File: config.mk
export PLATFORM = sky130hd
export DESIGN_NAME = mem_write_router_flat
export DESIGN_NICKNAME = d
export VERILOG_FILES = /design/src/rtl/mem_write_router_if.sv /design/src/rtl/mem_write_router.sv /design/src/flat_wrapper.sv
export SDC_FILE = /design/constraint.sdc
export NUM_CORES = 1
export LEC_CHECK = 0
export CAP_MARGIN = 20
export CORE_MARGIN = 10
export CORE_UTILIZATION = 25
export CTS_BUF_LIST = sky130_fd_sc_hd__clkbuf_8
export CTS_CLUSTER_DIAMETER = 150
export CTS_CLUSTER_SIZE = 12
export DETAILED_ROUTE_END_ITERATION = 7
export GPL_TIMING_DRIVEN = 0
export MAX_ROUTING_LAYER = met4
export PLACE_DENSITY = 0.52
export SYNTH_ARGS = -nofsm -noshare
export SYNTH_HDL_FRONTEND = slang
export SYNTH_SLANG_ARGS = --single-unit
File: constraint.sdc
create_clock -name clk -period 3.7 [get_ports clk]
set_input_delay 0.37 -clock clk [delete_from_list [all_inputs] [get_ports clk]]
set_output_delay 0.37 -clock clk [all_outputs]
set_load 0.02 [all_outputs]
File: src/rtl/mem_write_router_if.sv
// Bus bundle for mem_write_router: one write-data input stream fanning out
// to NUM_CH valid/ready memory-side channels, plus error status.
interface mem_write_router_if #(
    parameter int unsigned DATA_W = 16,
    parameter int unsigned NUM_CH = 3
);
    localparam int unsigned SEL_W = (NUM_CH > 2) ? $clog2(NUM_CH) : 1;

    logic                     in_valid;
    logic                     in_ready;
    logic [DATA_W-1:0]        in_data;
    logic [SEL_W-1:0]         in_sel;
    logic [NUM_CH-1:0]        out_valid;
    logic [NUM_CH-1:0]        out_ready;
    logic [NUM_CH*DATA_W-1:0] out_data;
    logic [NUM_CH-1:0]        ch_full;
    logic                     err;
    logic [7:0]               err_cnt;

    // Producer/consumer side of the router
    modport master (
        output in_valid, in_data, in_sel, out_ready,
        input  in_ready, out_valid, out_data, ch_full, err, err_cnt
    );

    // Router side
    modport slave (
        input  in_valid, in_data, in_sel, out_ready,
        output in_ready, out_valid, out_data, ch_full, err, err_cnt
    );
endinterface

File: src/rtl/mem_write_router.sv
// Buffered 1-to-NUM_CH write-data router with a DEPTH-entry FIFO per channel.
// Optional broadcast on the all-ones select is enabled by MEM_ROUTER_BCAST_EN.
module mem_write_router #(
    parameter int unsigned DATA_W = 16,
    parameter int unsigned NUM_CH = 3,
    parameter int unsigned DEPTH  = 4
) (
    input  logic                clk,
    input  logic                rst,
    mem_write_router_if.slave   bus
);
    localparam int unsigned SEL_W = (NUM_CH > 2) ? $clog2(NUM_CH) : 1;
    localparam int unsigned AW    = $clog2(DEPTH);
    localparam int unsigned PTR_W = AW + 1;
`ifdef MEM_ROUTER_BCAST_EN
    localparam bit BCAST_OK = ((1 << SEL_W) > NUM_CH);
`endif

    logic [DATA_W-1:0] mem_q     [NUM_CH][DEPTH];
    logic [DATA_W-1:0] mem_d     [NUM_CH][DEPTH];
    logic [PTR_W-1:0]  wr_ptr_q  [NUM_CH];
    logic [PTR_W-1:0]  wr_ptr_d  [NUM_CH];
    logic [PTR_W-1:0]  rd_ptr_q  [NUM_CH];
    logic [PTR_W-1:0]  rd_ptr_d  [NUM_CH];
    logic [NUM_CH-1:0] full_q, full_d;
    logic [NUM_CH-1:0] valid_q, valid_d;
    logic              err_q, err_d;
    logic [7:0]        err_cnt_q, err_cnt_d;

    logic [NUM_CH-1:0] ch_ok;
    logic [NUM_CH-1:0] sel_hit;
    logic [NUM_CH-1:0] push;
    logic [NUM_CH-1:0] pop;
    logic              sel_valid;
    logic              is_bcast;
    logic              accept;

    // Select decode and input handshake; a full channel still accepts if it pops now
    always_comb begin
        ch_ok     = ~full_q | bus.out_ready;
        sel_valid = {1'b0, bus.in_sel} < (SEL_W + 1)'(NUM_CH);
        sel_hit   = '0;
        for (int i = 0; i < int'(NUM_CH); i++) begin
            sel_hit[i] = (bus.in_sel == SEL_W'(i));
        end
        is_bcast = 1'b0;
`ifdef MEM_ROUTER_BCAST_EN
        is_bcast = BCAST_OK && (&bus.in_sel);
`else
        is_bcast = 1'b0;
`endif
        if (sel_valid) begin
            bus.in_ready = |(sel_hit & ch_ok);
        end else if (is_bcast) begin
            bus.in_ready = &ch_ok;
        end else begin
            bus.in_ready = 1'b1;
        end
        accept = bus.in_valid && bus.in_ready;
        push   = {NUM_CH{accept}} & (sel_hit | {NUM_CH{is_bcast}});
        pop    = valid_q & bus.out_ready;
    end

    // Per-channel FIFO next state; occupancy is implicit in the pointer pair
    always_comb begin
        mem_d    = mem_q;
        wr_ptr_d = wr_ptr_q;
        rd_ptr_d = rd_ptr_q;
        full_d   = '0;
        valid_d  = '0;
        for (int i = 0; i < int'(NUM_CH); i++) begin
            if (push[i]) begin
                mem_d[i][wr_ptr_q[i][AW-1:0]] = bus.in_data;
            end
            wr_ptr_d[i] = wr_ptr_q[i] + PTR_W'(push[i]);
            rd_ptr_d[i] = rd_ptr_q[i] + PTR_W'(pop[i]);
            full_d[i]   = (wr_ptr_d[i][AW] != rd_ptr_d[i][AW]) &&
                          (wr_ptr_d[i][AW-1:0] == rd_ptr_d[i][AW-1:0]);
            valid_d[i]  = (wr_ptr_d[i] != rd_ptr_d[i]);
        end
    end

    // Dropped-word error pulse and saturating counter
    always_comb begin
        err_d     = accept && !sel_valid && !is_bcast;
        err_cnt_d = err_cnt_q;
        if (err_d && (err_cnt_q != 8'hff)) begin
            err_cnt_d = err_cnt_q + 8'd1;
        end
    end

    always_ff @(posedge clk) begin
        if (rst) begin
            for (int i = 0; i < int'(NUM_CH); i++) begin
                wr_ptr_q[i] <= '0;
                rd_ptr_q[i] <= '0;
            end
            full_q    <= '0;
            valid_q   <= '0;
            err_q     <= 1'b0;
            err_cnt_q <= '0;
        end else begin
            wr_ptr_q  <= wr_ptr_d;
            rd_ptr_q  <= rd_ptr_d;
            full_q    <= full_d;
            valid_q   <= valid_d;
            err_q     <= err_d;
            err_cnt_q <= err_cnt_d;
        end
    end

    // Storage needs no reset: heads are only exposed behind valid_q
    always_ff @(posedge clk) begin
        mem_q <= mem_d;
    end

    // Outputs; idle channels present zeros rather than stale storage
    always_comb begin
        bus.out_data = '0;
        for (int i = 0; i < int'(NUM_CH); i++) begin
            bus.out_data[i*DATA_W +: DATA_W] =
                valid_q[i] ? mem_q[i][rd_ptr_q[i][AW-1:0]] : '0;
        end
    end

    assign bus.out_valid = valid_q;
    assign bus.ch_full   = full_q;
    assign bus.err       = err_q;
    assign bus.err_cnt   = err_cnt_q;

endmodule

File: src/flat_wrapper.sv
// flat-port wrapper written by rule: the top's interface ports become plain ports
module mem_write_router_flat 
#(
    parameter int unsigned DATA_W = 16,
    parameter int unsigned NUM_CH = 3,
    parameter int unsigned DEPTH  = 4
)
  (clk, rst, bus_in_valid, bus_in_data, bus_in_sel, bus_out_ready, bus_in_ready, bus_out_valid, bus_out_data, bus_ch_full, bus_err, bus_err_cnt);
  mem_write_router_if #(.DATA_W(DATA_W), .NUM_CH(NUM_CH)) bus_i ();
  input  logic clk;
  input  logic rst;
  input wire logic [$bits(bus_i.in_valid)-1:0] bus_in_valid;
  input wire logic [$bits(bus_i.in_data)-1:0] bus_in_data;
  input wire logic [$bits(bus_i.in_sel)-1:0] bus_in_sel;
  input wire logic [$bits(bus_i.out_ready)-1:0] bus_out_ready;
  output wire logic [$bits(bus_i.in_ready)-1:0] bus_in_ready;
  output wire logic [$bits(bus_i.out_valid)-1:0] bus_out_valid;
  output wire logic [$bits(bus_i.out_data)-1:0] bus_out_data;
  output wire logic [$bits(bus_i.ch_full)-1:0] bus_ch_full;
  output wire logic [$bits(bus_i.err)-1:0] bus_err;
  output wire logic [$bits(bus_i.err_cnt)-1:0] bus_err_cnt;
  assign bus_i.in_valid = bus_in_valid;
  assign bus_i.in_data = bus_in_data;
  assign bus_i.in_sel = bus_in_sel;
  assign bus_i.out_ready = bus_out_ready;
  assign bus_in_ready = bus_i.in_ready;
  assign bus_out_valid = bus_i.out_valid;
  assign bus_out_data = bus_i.out_data;
  assign bus_ch_full = bus_i.ch_full;
  assign bus_err = bus_i.err;
  assign bus_err_cnt = bus_i.err_cnt;
  mem_write_router #(.DATA_W(DATA_W), .NUM_CH(NUM_CH), .DEPTH(DEPTH)) u_core (.clk(clk), .rst(rst), .bus(bus_i));
endmodule
==> results of run 1 <==
## flip-flops by register name, indices dropped and copies added, names as in the netlist
name and flops:
u_core.wr_ptr_q 9, u_core.bus.err 1, u_core.bus.ch_full 3, u_core.bus.out_valid 3, u_core.rd_ptr_q 9, u_core.mem_q 192
u_core.bus.err_cnt 8
## through the flow
stage	utilization [%]	TNS [ps]	cell area, um2	worst slack [ps]
after detailed placement	30.0	0	10400	832
after CTS	30.9	0	10700	462
final	31.0	0	10700	513
after global placement	29.5	-28880	10200	-329
after floorplan	-	0	8800	1070
after global routing	31.0	0	10700	380
## layout make-up
| class | count | area share, % |
|---|---|---|
| Timing Repair Buffer | 95 | 9.01 |
| Antenna cell | 2 | 0.0467 |
| Tap cell | 455 | 5.31 |
| Inverter | 8 | 0.280 |
| Buffer | 19 | 0.864 |
| Multi-Input combinational cell | 217 | 21.4 |
| Sequential cell | 225 | 59.9 |
| Clock buffer | 22 | 2.82 |
| Clock inverter | 8 | 0.338 |
## worst min path at each step
| stage | slack, ps | end |
|---|---|---|
| 2_1_floorplan | 470 | u_core.mem_q[0] |
| 3_3_place_gp | 500 | u_core.wr_ptr_q[5] |
| 3_5_place_dp | 510 | u_core.bus.err_cnt[1] |
| 4_1_cts | 270 | u_core.bus.err |
| 5_1_grt | 320 | u_core.bus.err |
| 6_report | 310 | u_core.bus.err |
## power by group through the flow
stage | clock network (uW) | logic (uW) | registers [uW]
2_1_floorplan | 0 | 297 | 2870
3_3_place_gp | 0 | 555 | 2870
3_5_place_dp | 0 | 569 | 2870
4_1_cts | 1380 | 571 | 2820
5_1_grt | 1480 | 601 | 2820
6_report | 1340 | 552 | 2810
## cells by family after synthesis
logic type	after synthesis	share of synthesized area, %
flops	225	73.0
mux	52	12.8
xor+xnor	15	1.49
simple gates	123	8.35
buf+inv	27	1.39
fa+ha+maj	13	1.85
compound gates	14	1.08
## layer usage
layer	track usage (%)	vias up
met5	-	-
met4	1.63	0
met3	2.02	22
met2	14.9	102
met1	11.8	2269
li1	-	2053
## critical path, delay by kind of cell, from the launching register on
family,cells,cell delay (ps)
simple gates,1,180
flops,1,360
mux,1,440
buf+inv,3,1310
## synth_stat cells, types with 2 or more instances
cell type,number
a31oi_1,6
a21oi_1,2
clkbuf_2,2
xnor2_1,15
and3_1,4
dfxtp_1,33
clkbuf_1,4
nor2_1,16
nor3_1,3
buf_1,4
nor4_1,2
a211oi_1,2
and4_1,2
or3_1,2
ha_1,13
mux4_2,48
inv_1,8
nand2_1,5
nor3b_1,6
buf_4,3
edfxtp_1,192
mux2_2,3
buf_2,6
and2_1,51
nor2b_1,17
nand3_1,7
nand2b_1,2
==> metrics list, run 1 <==
- The flow ran to the end, and the final reports show no timing, DRC or antenna violations.
- Clock latency on the worst-skew pair: 530 ps
- In this run switching power makes up 23.5% of total power.
* First element of the critical path: u_core.rd_ptr_q[7]
- The largest single stage delay on the critical path is 550 ps.
- Number of warnings issued by yosys: 0
- Clock tree synthesis selected as its root buffer the cell clkbuf_8.
- Worst reg2reg path endpoint: u_core.mem_q[46]
- Registers take 6430 um2.
* Number of enable flip-flop cells after synthesis: 192
- Clock buffers created by TritonCTS: 22
- After detailed routing, the met2 layer carries 9.41 mm of wire.
- Largest cells by area after synthesis: edfxtp_1, mux4_2, dfxtp_1
- Startpoint of the tightest hold check path: bus_in_sel[0]
* Distinct cells, synth: 38
- Power share of the clock group: 28.4%
- Count of standard-cell rows: 68
* Clock tree from TritonCTS: yes
- Starting DRC count in detailed routing: 254
- Syn_nets: 506
* CP Max Fanout: 10
- On the critical path, the stage with the largest delay is an instance of buf_1.
* Post-synthesis area per instance: 18.8 um2
* Critical path data arrival time: 2820 ps
- PwrDens: 439 nW/um2
* Final count of negative-setup-slack endpoints: 0
- Cells with a size suffix above 1 make up 18.4% of the layout.
* Residual antenna-violating net count after detailed routing: 0
- In this run the standard cell core region covers 34600 um2.
* Post-detailed-route DRC marker count: 0
- Of all flip-flops after synthesis, the portion carrying an async set or reset was 0%.
- Across the VDD grid, the largest voltage drop is 0.206 mV.
- Buffer count from post-CTS setup fixing: 0
- The first global-routing pass estimated 30.6 mm of wire.
* Drt first pass iters: 4
* Routed vias/inst: 4.23
* Clock sink total: 225
- Max clock buf depth: 3
- Kind of critical path: flop to output port
- Global router's overall resource usage: 9.20%
- Filler cell count: 3336
- In this run the worst setup path terminates at bus_out_data[12].
- Summing all multi-input logic gate instances after layout gives 2290 um2.
* Clock transition at the register clock pins on the worst setup and hold paths after CTS: 80 ps
- The wire-length estimate of the detail-placed layout is 14.1 mm.
- For this run, the top clock speed supported by timing is 0.314 GHz.
- Initial Util: 25.4%
- Final non-filler cell total: 1051
- The share of total power dissipated in combinational logic is 11.7%.
- Measured against its own limit, the worst slew margin works out to 38.9%.
- After clock tree synthesis, the repair step resized 0 gates.
- Hold-critical path depth: 3
- Worst Path Required: 3330 ps
- Summing every instance area after synthesis gives 8800 um2.
* Top Metal Used: met4
* Worst hold path class: input pin to flop
* Register-to-register setup slack: 1440 ps
- Setup repair after global routing missed its margin: no
- The analysis attributes to net switching a power of 1110 uW.
* Top-area cell type share of the netlist area: 65.5%
- Vias after detailed routing: 4446
* Global placement routability congestion: 0.775
* Number of violations of the max-capacitance limit: 0
- For this run, the post-layout net count is 625.
- Final hold analysis gives a worst-case slack of 312 ps.
- Entering global routing, the biggest net connects 17 pins.
- After synthesis the netlist holds a flip-flop and latch count of 225.
* Final Hold Violating Endpoints: 0
* Worst r2r path cells: 4
* Startpoint class of the critical path: flop
* Most instantiated flip-flop cell in the synthesis netlist: edfxtp_1
- For this block, wires on met1 add up to 8.96 mm.
* Hold-fix buffers at CTS: 0
* Crit path cell chain: clkbuf_2, buf_1, mux4_2, and2_1, clkdlybuf4s50_1
* Average wire per cell in the routed design: 18.5 um
- CTS built an H-tree with a depth of 1.
- Cell leakage power: 0.00342 uW
* Horizontal die dimension: 208 um
* PnR Total Power: 4710 uW
* Final-report max-slew violation count: 0
- Summed over all nets, wire length on met3 after detailed routing comes to 882 um.
- For this block, the routed nets add up to 19.5 mm of wire.
- Of all cell types, the one taking the most synthesized area is edfxtp_1.
- Leaving out fill and tap cells, the most frequent cells in the layout are edfxtp_1, clkdlybuf4s50_1, and2_1.
- Between clock sinks in the finished design, the worst skew comes to 18.5 ps.
- The worst setup path is captured at an output port.
- Post-route fraction of the period consumed by the critical path: 86.1%
* Final Critical Period: 3190 ps
* Vert. Die Dim: 208 um
- Slew at the pin closest to its max-slew limit: 912 ps
- Sequential cells burn 59.8% of the power.
* Proportion of synthesized chip area in sequential cells: 73.0%
* Die area: 43100 um2
* Leading cell type in the layout, fill and taps excluded: edfxtp_1
* Cell-internal power: 3600 uW
* Count of buffers from port buffering: 86
- The number of antenna violations at the first check in global routing was 2.
- # placed instances: 1019
- Cells after synthesis: 469
- The total overflow left after global routing is 0.
- Count of pins on the block boundary: 88
- Compared with the post-synthesis result, the final layout area differs by 21.9%.
* Vias in the first global route: 5003
- The startpoint identified for the worst register-to-register timing path is u_core.bus.ch_full[2].
Note: power is estimated with default switching activity, not from simulation.
==> run 2: changes to the inputs <==
- GPL_ROUTABILITY_DRIVEN: default -> 1
- PLACE_DENSITY: 0.52 -> default
==> metrics list, run 2 (synthesis gave the netlist of run 1 again) <==
- The latest clock arrival within the worst-skew pair was 530 ps (about the same).
- Total Neg Setup Slack: 0 ps (unchanged)
* Nets: 625 (unchanged)
- Share of final-layout standard cells stronger than drive strength 1: 18.4% (unchanged)
- The HPWL after detailed placement came to 13.1 mm (-7.3%).
- The slew at the pin closest to its max-slew limit is 929 ps (+17.4 ps).
* Cell-internal power: 3600 uW (about the same)
* Regs by FF count: u_core.mem_q: 192 flops, u_core.rd_ptr_q: 9 flops, u_core.wr_ptr_q: 9 flops
* CP Max Fanout: 10 (unchanged)
- The run finished with clean final reports.
* Crit path cell chain: clkbuf_2, buf_1, mux4_2, and2_1, clkdlybuf4s50_1
- The final weighted congestion in routability-driven placement was 0.749 (-3.3%).
- Initial Util: 25.4% (unchanged)
- u_core.mem_q holds more flip-flops than any other register.
* Count of standard-cell rows: 68 (unchanged)
- Clock sink total: 225 (unchanged)
* Kind of critical path: flop to output port
- Overflow left after global routing: 0 (unchanged)
* Cell leakage power: 0.00342 uW (about the same)
- Critical path data arrival time: 2780 ps (-40 ps)
* Die area: 43100 um2 (unchanged)
- Buffer count from post-CTS setup fixing: 0 (unchanged)
- The number of flip-flops in the largest register is 192 (unchanged).
- The number of buffers inserted for hold repair after clock tree synthesis came to 0 (unchanged).
* Routed vias/inst: 4.16 (-1.8%)
* Final count of negative-setup-slack endpoints: 0 (unchanged)
* Clock tree root buffer cell: clkbuf_8
* Area Growth Syn to Fin: 21.8% (about the same)
- Startpoint class of the critical path: flop
- The final clock skew was 13.1 ps (-5.44 ps).
* Logic gate share of total power: 11.6% (about the same)
- The total chip power was 4700 uW (about the same).
* Worst hold path class: input pin to flop
* Overall routed net length: 18.7 mm (-4.2%)
- The area of the placeable core came to 34600 um2 (unchanged).
* Highest achievable clock rate: 0.318 GHz (+1.2%)
- The worst setup path is captured at an output port.
- Max clock buf depth: 3 (unchanged)
- Vias in the first global route: 4683 (-6.4%)
- The maximum number of pins on one net before global-route repair came to 17 (unchanged).
* Sequential share of power: 59.8% (about the same)
- The detailed router's first-iteration violation count came to 215 (-15%).
- H-Tree Depth: 1 (unchanged)
- Vias after detailed routing: 4368 (-1.8%)
- Switching fraction of total power: 23.5% (about the same)
* Max-slew headroom: 37.8% (-1.2 points)
* Drt first pass iters: 4 (unchanged)
- Clock tree from TritonCTS: yes
* Commonest cells after routing, fill and taps aside: edfxtp_1, clkdlybuf4s50_1, and2_1
* Count of buffers from port buffering: 86 (unchanged)
- Vert. Die Dim: 208 um (unchanged)
* Peak VDD IR: 0.215 mV (+4.4%)
- Setup repair after global routing left no endpoint under its margin.
* Final Critical Period: 3150 ps (-38.7 ps)
- Count of pins on the block boundary: 88 (unchanged)
* Final non-filler cell total: 1051 (unchanged)
* Global router's overall resource usage: 8.77% (-0.43 points)
- The data required time at the worst endpoint is 3330 ps (about the same).
- The relative contribution of the clock network to total power is 28.6% (+0.2 points).
- The longest individual stage delay on the worst path was 530 ps (-20 ps).
- Residual antenna-violating net count after detailed routing: 0 (unchanged)
* Horizontal die dimension: 208 um (unchanged)
* # placed instances: 1019 (unchanged)
- Slowest cell on crit path: clkdlybuf4s50_1
- CP Buf/Inv Count: 3 (unchanged)
- Number of gates resized after cts: 0 (unchanged)
- Number of violations of the max-capacitance limit: 0 (unchanged)
* Final Hold Violating Endpoints: 0 (unchanged)
- The power density over the cells came to 439 nW/um2 (about the same).
- The number of antenna violations at the first check in global routing came to 2 (unchanged).
* Average wire per cell in the routed design: 17.8 um (-4.2%)
- The register clock-pin slew on the reported worst setup and hold paths came to 80 ps (about the same).
* Final-report max-slew violation count: 0 (unchanged)
* Clock buffers created by TritonCTS: 22 (unchanged)
- The switching power summed over all nets was 1110 uW (about the same).
* Leading cell type in the layout, fill and taps excluded: edfxtp_1
- Grouping stages by cell kind, the critical path spends the most delay in buffers and inverters.
- Tightest hold margin: 293 ps (-19.6 ps)
- Post-detailed-route DRC marker count: 0 (unchanged)
- Wire length of the first global-routing pass: 28.8 mm (-6.0%)
- The total of fill cells in the finished design came to 3373 (+1.1%).
- The portion of the clock cycle consumed by the worst path in the final layout is 85.1% (-1.0 points).
-- run 2: cell counts in the layout (fill, tap and decap cells not counted) --
No cell type changed its count.
-- run 2: final timing paths --
check        slack (ps)                    end  depth (start not counted)             startpoint
max                 550       bus_out_data[38]                          5     u_core.rd_ptr_q[1]
max reg2reg        1440       u_core.mem_q[42]                          4  u_core.bus.ch_full[2]
min                 290         u_core.bus.err                          3          bus_in_sel[0]
min reg2reg         530  u_core.bus.err_cnt[1]                          2  u_core.bus.err_cnt[1]
-- run 2: area by class of cell --
class	count	area, um2	area share, %
Sequential cell	225	6430	60.0
Antenna cell	2	5.00	0.0467
Clock buffer	22	303	2.83
Inverter	8	30.0	0.280
Tap cell	455	569	5.31
Clock inverter	8	36.3	0.339
Multi-Input combinational cell	217	2290	21.4
Buffer	19	92.6	0.864
Timing Repair Buffer	95	962	8.98
-- run 2: power groups by stage --
stage / sequential [uW] / combinational [uW] / clock (uW)
global route: 2820 / 598 / 1500
CTS: 2820 / 565 / 1390
global placement: 2870 / 556 / 0
detailed placement: 2870 / 564 / 0
floorplan: 2870 / 297 / 0
finish: 2810 / 546 / 1340
-- run 2: metrics by stage --
step                utilization [%]  instance area (um2)  worst slack, ps
floorplan                         -                 8800             1070
global placement               29.5                10200             -423
detailed placement             30.0                10400              816
CTS                            30.9                10700              480
global route                   31.0                10700              356
finish                         31.0                10700              552
-- run 2: routing by layer --
metal  vias up  part of all wire, %  global-route usage [%]
li1       2061                    -                       -
met1      2155                   44                    11.1
met2       124                   48                    13.8
met3        28                  6.1                    2.27
met4         0                  1.7                    2.06
met5         -                    0                       -
-- run 2: worst min-delay path, stage by stage --
cell and delay [ps]:
buf_2 160, nand3_1 170, nor2_1 70
==> run 3: changes to the inputs <==
- CELL_PAD_IN_SITES_DETAIL_PLACEMENT: default -> 1
- CELL_PAD_IN_SITES_GLOBAL_PLACEMENT: default -> 1
- DONT_BUFFER_PORTS: default -> 1
- PLACE_DENSITY_LB_ADDON: default -> 0.1
==> metrics list, run 3 (synthesis gave the netlist of run 1 again) <==
* Run status: complete, no violations
- The number of buffers created by CTS is 22 (unchanged).
* Count of standard-cell rows: 68 (unchanged)
- The slack of the critical path was 911 ps (+360 ps).
- The number of failing hold endpoints at the final stage came to 0 (unchanged).
- Traced cell by cell, the critical path runs through clkbuf_2, buf_1, mux4_2, and2_1.
* Core ar.: 34600 um2 (unchanged)
- Peak VDD IR: 0.227 mV (+5.5%)
- The slew at the pin closest to its max-slew limit is 994 ps (+64.8 ps).
* H-Tree Depth: 1 (unchanged)
- Global placement routability congestion: 0.723 (-3.4%)
- Die area: 43100 um2 (unchanged)
- The timing-limited maximum frequency is 0.359 GHz (+13%).
- The maximum number of pins on one net before global-route repair was 17 (unchanged).
- The overflow left after global routing came to 0 (unchanged).
* Global router's overall resource usage: 10.1% (+1.3 points)
- The height of the die was 208 um (unchanged).
- The count of clock tree sinks was 225 (unchanged).
- Vias after detailed routing: 4275 (-2.1%)
- Slowest cell delay on critical path: 620 ps (+90 ps)
- The largest fanout on the critical path is 10 (unchanged).
- Post-detailed-route DRC marker count: 0 (unchanged)
- Buffer count from post-CTS setup fixing: 0 (unchanged)
- Max clock buf depth: 3 (unchanged)
- Register ranked first by flip-flop count: u_core.mem_q
- Final Critical Period: 2790 ps (-360 ps)
- PwrDens: 463 nW/um2 (+5.5%)
* Vias in the first global route: 4818 (+2.9%)
- Nets: 557 (-11%)
- Horizontal die dimension: 208 um (unchanged)
* Family with the most delay on the worst path: buffers and inverters
- Cell leakage power: 0.00324 uW (-5.1%)
* Antenna violations before repair: 3 (+1)
- The worst setup path is launched from a flop.
- TritonCTS built the clock tree.
- Tightest hold margin: 45.3 ps (-247 ps)
* Combined flip-flop and latch cell area: 6430 um2 (unchanged)
- The latest clock arrival within the worst-skew pair came to 540 ps (about the same).
- The path class of the tightest hold or removal check is input pin to flop.
- Worst clock skew: 24.1 ps (+11.0 ps)
- Sort of element at the end of the critical path: output port
- Flip-flop count of the largest register, all copies and words added: 192 (unchanged)
* Area of the multi-input gates: 2290 um2 (unchanged)
* Worst slack at placement: 1200 ps (+388 ps)
- Critical path data arrival time: 2420 ps (-360 ps)
* Area Growth Syn to Fin: 14.6%
- The number of optimization iterations in the first detailed-route pass was 4 (unchanged).
- Slowest cell on crit path: buf_1
- The library cells used most frequently in the layout, excluding fill and tap cells, are edfxtp_1, and2_1, mux4_2.
- The register clock-pin slew on the reported worst setup and hold paths is 90 ps (about the same).
- The number of gates given a new drive strength after cts was 0 (unchanged).
- The detailed router's first-iteration violation count came to 203 (-5.6%).
* Average wire per cell in the routed design: 21.6 um (+22%)
- The total of fill cells in the finished design was 3519 (+4.3%).
- The wire length reported by the detailed router is 21.5 mm (+15%).
* Routed vias/inst: 4.30 (+3.5%)
- Clock tree root buffer cell: clkbuf_8
* Max-slew headroom: 33.4% (-4.3 points)
- Leading cell type in the layout, fill and taps excluded: edfxtp_1
- Count of pins on the block boundary: 88 (unchanged)
- Count of buffers from port buffering: 0 (-100%)
- In the final layout, the registers with the most flip-flops are u_core.mem_q: 192 flops, u_core.rd_ptr_q: 9 flops, u_core.wr_ptr_q: 9 flops.
- The count of final max-slew check failures is 0 (unchanged).
- The count of endpoints failing setup in the final report was 0 (unchanged).
* Post-route fraction of the period consumed by the critical path: 75.4% (-9.7 points)
- The wire length of the first global-routing pass was 32.3 mm (+12%).
- The HPWL after detailed placement is 14.8 mm (+13%).
* Number of violations of the max-capacitance limit: 0 (unchanged)
- Worst Path Required: 3330 ps (about the same)
- By startpoint and endpoint, the worst setup path is classified as flop to output port.
- Setup repair after global routing missed its margin: no
* CP Buf/Inv Count: 2 (-1)
- The starting density of the core is 25.4% (unchanged).
* Residual antenna-violating net count after detailed routing: 0 (unchanged)
- Share of final-layout standard cells stronger than drive strength 1: 20.7% (+2.4 points)
-- run 3: changes by cell type in the layout (fill, tap and decap cells not counted) --
cell / previous run / this run
inv_1: 14 / 24
buf_6: 9 / 11
clkdlybuf4s50_1: 86 / 0
inv_6: 1 / 0
clkbuf_8: 22 / 23
dlygate4sd3_1: 0 / 16
diode_2: 2 / 3
-- run 3: power by group --
| part | leakage, uW | switching (uW) | internal [uW] | total (uW) |
|---|---|---|---|---|
| combinational | 0.000987 | 261 | 160 | 421 |
| sequential | 0.00200 | 41.5 | 2780 | 2820 |
| clock | 0.000255 | 844 | 578 | 1420 |
| total | 0.00324 | 1150 | 3520 | 4670 |
-- run 3: metrics by stage --
step           cells  area (um2)  util, %  total power, uW  setup TNS [ps]
5_1_grt          993       10100     29.1             4910               0
6_report         994       10100     29.1             4670               0
3_3_place_gp     924        9370     27.0             3270          -17410
4_1_cts          991       10100     29.1             4780               0
3_5_place_dp     935        9540     27.5             3280               0
2_1_floorplan    469        8800        -             3160               0
-- run 3: repair_timing --
action,CTS,global route
hold endpoints to repair,192,0
endpoints found under the setup margin,0,0
hold buffers,16,0
-- run 3: area by class of cell --
class | count | share of cell area (%)
Sequential cell | 225 | 63.7
Multi-Input combinational cell | 217 | 22.7
Tap cell | 455 | 5.65
Clock buffer | 23 | 3.14
Timing Repair Buffer | 27 | 2.82
Buffer | 19 | 0.918
Clock inverter | 17 | 0.645
Inverter | 8 | 0.298
Antenna cell | 3 | 0.0744
-- run 3: worst reg2reg max path: cells and delay by family, from the launching register on --
kind          cells  cell delay (ps)
buf+inv           1              260
flops             1              400
simple gates      3             1470
-- run 3: metal layers --
layer	wire, um	global-route usage (%)	vias up
met2	10300	16.0	100
met1	9670	12.8	2215
li1	-	-	1933
met4	369	2.36	0
met5	0	-	-
met3	1110	2.42	27
-- run 3: final timing paths --
check,from,end,slack (ps),cells after the start
max,u_core.rd_ptr_q[1],bus_out_data[40],910,4
min reg2reg,u_core.rd_ptr_q[8],u_core.rd_ptr_q[8],530,2
max reg2reg,u_core.bus.ch_full[0],u_core.mem_q[151],1280,4
min,bus_in_valid,u_core.bus.err,50,2
